`src/rtl/serial_pkg.sv`:
```
// rtl/serial_pkg.sv - state type shared by serial-block controllers
package serial_pkg;

  typedef enum logic [1:0] {
    IDLE = 2'd0,
    SEND = 2'd1,
    WAIT = 2'd2
  } arb_state_t;

endpackage

```
`src/rtl/uart_tx.sv`:
```
// rtl/uart_tx.sv - UART transmitter: start bit, DATA_BITS LSB first, one stop bit
module uart_tx #(
  parameter int DATA_BITS      = 8,
  parameter int CLOCKS_PER_BIT = 4
) (
  input  logic                 clk,
  input  logic                 rst,
  input  logic                 send,
  input  logic [DATA_BITS-1:0] data,
  output logic                 busy,
  output logic                 tx
);

  localparam int BIT_W = $clog2(DATA_BITS + 2);
  localparam int CLK_W = (CLOCKS_PER_BIT > 1) ? $clog2(CLOCKS_PER_BIT) : 1;

  logic                 busy_q, busy_d;
  logic                 tx_q, tx_d;
  logic [DATA_BITS:0]   shift_q, shift_d;
  logic [BIT_W-1:0]     bit_cnt_q, bit_cnt_d;
  logic [CLK_W-1:0]     clk_cnt_q, clk_cnt_d;

  // shift_q holds the remaining data bits plus the stop bit; the start bit goes straight to tx on load
  always_comb begin
    busy_d    = busy_q;
    tx_d      = tx_q;
    shift_d   = shift_q;
    bit_cnt_d = bit_cnt_q;
    clk_cnt_d = clk_cnt_q;
    if (!busy_q) begin
      if (send) begin
        busy_d    = 1'b1;
        tx_d      = 1'b0;
        shift_d   = {1'b1, data};
        bit_cnt_d = '0;
        clk_cnt_d = '0;
      end
    end else if (clk_cnt_q == CLK_W'(CLOCKS_PER_BIT - 1)) begin
      clk_cnt_d = '0;
      if (bit_cnt_q == BIT_W'(DATA_BITS + 1)) begin
        busy_d = 1'b0;
        tx_d   = 1'b1;
      end else begin
        tx_d      = shift_q[0];
        shift_d   = {1'b1, shift_q[DATA_BITS:1]};
        bit_cnt_d = bit_cnt_q + 1'b1;
      end
    end else begin
      clk_cnt_d = clk_cnt_q + 1'b1;
    end
  end

  always_ff @(posedge clk) begin
    if (rst) begin
      busy_q    <= 1'b0;
      tx_q      <= 1'b1;
      shift_q   <= '0;
      bit_cnt_q <= '0;
      clk_cnt_q <= '0;
    end else begin
      busy_q    <= busy_d;
      tx_q      <= tx_d;
      shift_q   <= shift_d;
      bit_cnt_q <= bit_cnt_d;
      clk_cnt_q <= clk_cnt_d;
    end
  end

  assign busy = busy_q;
  assign tx   = tx_q;

endmodule

```
`src/rtl/uart_tx_arbiter.sv`:
```
// rtl/uart_tx_arbiter.sv - round-robin sharing of one UART transmitter among NUM_REQ requesters
module uart_tx_arbiter
  import serial_pkg::*;
#(
  parameter int NUM_REQ        = 4,
  parameter int DATA_BITS      = 8,
  parameter int CLOCKS_PER_BIT = 4
) (
  input  logic                           clk,
  input  logic                           rst,
  input  logic [NUM_REQ-1:0]             req,
  input  logic [NUM_REQ*DATA_BITS-1:0]   data,
  output logic [NUM_REQ-1:0]             ack,
  output logic [$clog2(NUM_REQ)-1:0]     grant_id,
  output logic                           grant_valid,
  output logic                           busy,
  output logic                           tx
);

  localparam int IDW = $clog2(NUM_REQ);
  localparam int IW1 = IDW + 1;

  arb_state_t           state_q, state_d;
  logic [IDW-1:0]       ptr_q, ptr_d;
  logic [IDW-1:0]       grant_id_q, grant_id_d;
  logic [DATA_BITS-1:0] hold_q, hold_d;

  logic                 win_found;
  logic [IDW-1:0]       win_idx;
  logic [IDW-1:0]       win_next;
  logic [DATA_BITS-1:0] win_data;
  logic [IW1-1:0]       cand;
  logic                 tx_send;
  logic                 tx_busy;

  // Search from ptr_q upward, wrapping modulo NUM_REQ; first asserted request wins
  always_comb begin
    win_found = 1'b0;
    win_idx   = '0;
    cand      = '0;
    for (int k = 0; k < NUM_REQ; k++) begin
      cand = {1'b0, ptr_q} + IW1'(k);
      if (cand >= IW1'(NUM_REQ)) begin
        cand = cand - IW1'(NUM_REQ);
      end
      if (!win_found && req[cand[IDW-1:0]]) begin
        win_found = 1'b1;
        win_idx   = cand[IDW-1:0];
      end
    end
  end

  always_comb begin
    win_data = '0;
    for (int i = 0; i < NUM_REQ; i++) begin
      if (win_idx == IDW'(i)) begin
        win_data = data[i*DATA_BITS +: DATA_BITS];
      end
    end
    win_next = (win_idx == IDW'(NUM_REQ - 1)) ? '0 : win_idx + 1'b1;
  end

  always_comb begin
    state_d    = state_q;
    ptr_d      = ptr_q;
    grant_id_d = grant_id_q;
    hold_d     = hold_q;
    tx_send    = 1'b0;
    case (state_q)
      IDLE: begin
        if (win_found) begin
          grant_id_d = win_idx;
          hold_d     = win_data;
          ptr_d      = win_next;
          state_d    = SEND;
        end
      end
      SEND: begin
        tx_send = !rst;
        state_d = WAIT;
      end
      WAIT: begin
        if (!tx_busy) begin
          state_d = IDLE;
        end
      end
      default: state_d = IDLE;
    endcase
  end

  // Gated by rst so an abort in the SEND cycle never reports the byte as accepted
  always_comb begin
    ack = '0;
    if (state_q == SEND && !rst) begin
      ack[grant_id_q] = 1'b1;
    end
  end

  always_ff @(posedge clk) begin
    if (rst) begin
      state_q    <= IDLE;
      ptr_q      <= '0;
      grant_id_q <= '0;
      hold_q     <= '0;
    end else begin
      state_q    <= state_d;
      ptr_q      <= ptr_d;
      grant_id_q <= grant_id_d;
      hold_q     <= hold_d;
    end
  end

  uart_tx #(
    .DATA_BITS      (DATA_BITS),
    .CLOCKS_PER_BIT (CLOCKS_PER_BIT)
  ) u_tx (
    .clk  (clk),
    .rst  (rst),
    .send (tx_send),
    .data (hold_q),
    .busy (tx_busy),
    .tx   (tx)
  );

  assign grant_id    = grant_id_q;
  assign grant_valid = (state_q == SEND) || (state_q == WAIT);
  assign busy        = (state_q != IDLE);

endmodule

```
`config.mk`:
```
export PLATFORM = sky130hd
export DESIGN_NAME = uart_tx_arbiter
export DESIGN_NICKNAME = d
export VERILOG_FILES = /design/src/rtl/serial_pkg.sv /design/src/rtl/uart_tx.sv /design/src/rtl/uart_tx_arbiter.sv
export SDC_FILE = /design/constraint.sdc
export NUM_CORES = 1
export LEC_CHECK = 0
export CAP_MARGIN = 40
export CORE_MARGIN = 4
export CORE_UTILIZATION = 45
export CTS_CLUSTER_SIZE = 25
export DETAILED_ROUTE_END_ITERATION = 12
export PLACE_DENSITY = 0.75
export SYNTH_ARGS = -nofsm -noshare
export SYNTH_HDL_FRONTEND = slang
export SYNTH_SLANG_ARGS = --single-unit
```
`constraint.sdc`:
```
create_clock -name clk -period 4 [get_ports clk]
set_clock_uncertainty 0.1 [all_clocks]
set_input_delay 0.8 -clock clk [delete_from_list [all_inputs] [get_ports clk]]
set_output_delay 0.8 -clock clk [all_outputs]
set_load 0.05 [all_outputs]
```
==> summary.md <==
| Metric | Value |
|---|---|
| Tightest Hold Check Type | `flip-flop to flip-flop` |
| Outcome | `complete, no violations` |
| Chip width | `just over 70 um` |
| CP Depth | `10` |
| Initial antenna violation count | `0` |
| Vias in the first global route | `approximately 1600` |
| Main combinational cell family by area after synthesis | `compound AO/OA/AOI/OAI gates` |
| Worst-path fanout max | `16` |
| Compound-Gate Fraction of Synth Area | `22.8%` |
| Synth Flop Type | `dfxtp_1` |
| Total GRT Usage | `16.7%` |
| DRT Pass-1 Iters | `4` |
| Final #Nets | `310` |
| Startpoint class of the critical path | `primary input` |
| Core ar. | `3740 um^2` |
| Initial Util | `47.5%` |
| Top-area cell type share of the netlist area | `34.9%` |
| Cell taking the most area after synthesis | `dfxtp_1` |
| Syn Std Cell Area | `about 1800 um^2` |
| Pwr Total | `1.02 mW` |
| Final period util | `roughly 80%` |
| Row cnt | `22` |
| Post-DRT Antenna Nets | `0` |
| Post-route minimum period | `3.22 ns` |
| H-tree depth | `2` |
| Die Height | `about 70 um` |
| Most frequent CP cell | `a21oi_1` |
| Longest Clk Path Bufs | `2` |
| Worst r2r src | `ptr_q[1]` |
| Slowest CP cell | `clkdlybuf4s50_1` |
| Worst Setup End Kind | `flip-flop` |
| Vias per inst | `5.35` |
| #FFs+latches synth | `31` |
| Reg-to-reg slack, setup | `1.53 ns` |
| Post-CTS Setup Bufs | `0` |
| Final GP Congestion | `approximately 0.88` |
| First-pass GRT wire length | `6.89 mm` |
| Crit. Startpoint | `req[1]` |
| Residual DRC | `0` |
| Worst slew margin | `44.4%` |
| Synth Area in Simple Gates | `~22%` |
| Sequential area share after synthesis | `a little over a third` |
| Slew @ Worst Pin | `0.833 ns` |
| Worst-Skew Late Latency | `between 0.2 and 0.3 ns` |
| Via count | `1659` |
| Synth area leaders | `dfxtp_1 35%, ha_1 7.7%, a21oi_1 7.0%` |
| CP Capture Point | `hold_q[0]` |
| Post-synthesis xor/xnor area fraction | `less than 1%` |
| Maximum vdd ir drop | `193 uV` |
| Syn_area_per_cell | `8.01 um^2` |
| I/O Buffers | `46` |
| WP data arrival | `3.27 ns` |
| Clock Tree Root | `clkbuf_8` |
| Final slew viol count | `0` |
| CTS clk-pin slew, worst paths | `around 0.06 ns` |
| Synth Area in Adders | `about 7.7%` |
| Ys async rst share | `0%` |
| Worst R2R End | `hold_q[0]` |
| Synth warn | `0` |
| Share of cells above drive strength 1 | `6.49%` |
| R2R cell count | `8` |
| Routed len/inst | `13.0 um` |
| Hold buffers post-CTS | `0` |
| CTS tree | `yes` |
| Power Dens Cells | `430 nW/um^2` |
| Area growth, synth to finish | `33.6%` |
| Setup CP Type | `primary input to flip-flop` |
| Dpl cells | `302` |
| Pleak | `0.953 nW` |
| Register area | `621 um^2` |
| Final Hold Viols | `0` |
| Setup TNS | `0 ns` |
| Critical path data required time | `4.06 ns` |
| Max Cap Viol | `0` |
| Die Area | `5020 um^2` |
| Multiplexer share of the synthesized area | `between 5 and 6%` |
| Crit-path cells | `clkdlybuf4s50_1, nand2b_1, a21oi_1, o32ai_1, inv_1, ha_1, a21oi_1, o21ai_0, a221oi_1, nor3_1` |
| Post-synth net total | `between 200 and 300` |
| Final core utilization | `63.5%` |
| Number of CTS-inserted buffers | `5` |
| Largest net degree at the start of global routing | `29` |
| Initial DRC count | `46` |
| Slowest stage delay, CP | `0.51 ns` |
| WHS | `0.370 ns` |
| Crit path buf inv count | `2` |
| Cell Count, Final, Fillers Out | `310` |
| Top Family by Delay on Critical Path | `compound AO/OA/AOI/OAI gates` |
| Post-CTS sizing | `0` |
| Post-synth EDFFs | `0` |
| I/O pin total | `47` |
| Grt total ovfl | `0` |
| Fillers | `344` |
| CTS Sinks | `31` |
| Gate Count Post-Synth | `around 220` |
| # setup viols final | `0` |
| Area occupied by multi-input gates | `between 1000 and 1500 um^2` |
| Yosys cell types | `40` |
| Routed wire length | `4.02 mm` |
| RSZ-0062 raised after global routing | `false` |
| FMAX | `0.311 GHz` |
| Hpwl dp | `3.00 mm` |
| Diodes inserted | `0` |
## worst reg2reg max path: stages (launching register included)
cell and delay (ns):
dfxtp_1 0.39, a21oi_1 0.08, o32ai_1 0.50, inv_1 0.14, ha_1 0.40, a21oi_1 0.17, o21ai_0 0.10, a221oi_1 0.38
nor3_1 0.09
## how the worst min path moves through the flow
stage | from | endpoint | slack, ns | cells after the start
final | u_tx.shift_q[8] | u_tx.shift_q[8] | 0.37 | 2
after global routing | state_q[1] | state_q[1] | 0.40 | 2
after CTS | u_tx.shift_q[8] | u_tx.shift_q[8] | 0.38 | 2
after detailed placement | u_tx.shift_q[8] | u_tx.shift_q[8] | 0.36 | 2
after global placement | u_tx.shift_q[8] | u_tx.shift_q[8] | 0.35 | 2
after floorplan | u_tx.shift_q[8] | u_tx.shift_q[8] | 0.34 | 2
## cell usage in the layout (no fill, tap or decap), types with 5 or more instances in the layout
master and count:
dfxtp_1 31, nor3_1 9, nor2b_1 5, o21ai_0 9, ha_1 11, clkbuf_8 7
nor2_1 25, a21oi_1 25, nand2_1 18, mux2i_1 9, a211oi_1 9, a221oi_1 8
nor3b_1 6, clkdlybuf4s50_1 42, inv_1 15
## power breakdown
part           internal (mW)  leakage, nW  switching [mW]
sequential             0.355        0.255          0.0376
combinational          0.161        0.647           0.200
clock                  0.157       0.0515           0.111
## state kept, by name, indices dropped and copies added (netlist names)
register        flops
hold_q              8
u_tx.bit_cnt_q      4
state_q             2
u_tx.busy           1
u_tx.tx             1
grant_id            2
u_tx.shift_q        9
u_tx.clk_cnt_q      2
ptr_q               2
## through the flow
step	instance area, um^2	setup slack (ns)
6_report	2380	0.784
5_1_grt	2380	0.501
4_1_cts	2380	0.831
3_5_place_dp	2280	0.531
3_3_place_gp	2280	0.630
2_1_floorplan	1780	0.925
## synth_stat cells (2+ instances only)
cell type / instances
buf_2: 2
nand2b_1: 2
nor3_1: 9
nor3b_1: 6
dfxtp_1: 31
mux2i_1: 9
and3_1: 3
o21ai_0: 9
a21oi_1: 25
a221oi_1: 8
and3b_1: 2
nand2_1: 18
o211ai_1: 2
a211oi_1: 9
inv_1: 15
nor2_1: 25
buf_1: 2
nor2b_1: 5
clkbuf_1: 9
ha_1: 11
## routing by layer
layer	global-route usage (%)	up-vias	wire length, um	part of all wire (%)
li1	-	863	-	-
met1	21.6	736	1950	49
met2	26.1	54	1740	43
met3	4.40	6	268	6.7
met4	7.10	0	57	1.4
met5	0	-	0	0
## cell families (layout without fill, tap and decap cells)
kind of cell / Yosys count / count (layout)
buffers and inverters: 30 / 70
XOR/XNOR: 1 / 1
adder cells (fa/ha/maj): 11 / 11
AO/OA/AOI/OAI: 63 / 63
multiplexers: 9 / 9
flip-flops: 31 / 31
AND/OR/NAND/NOR: 77 / 77
## cell type report
class | instances | share of cell area [%]
inverters | 15 | 2.37
multi-input cells | 161 | 43.4
flip-flops and latches | 31 | 26.1
clock buffers | 8 | 4.21
well taps | 48 | 2.53
repair buffers | 47 | 21.4
No activity file was read; power rests on OpenSTA's default activity.
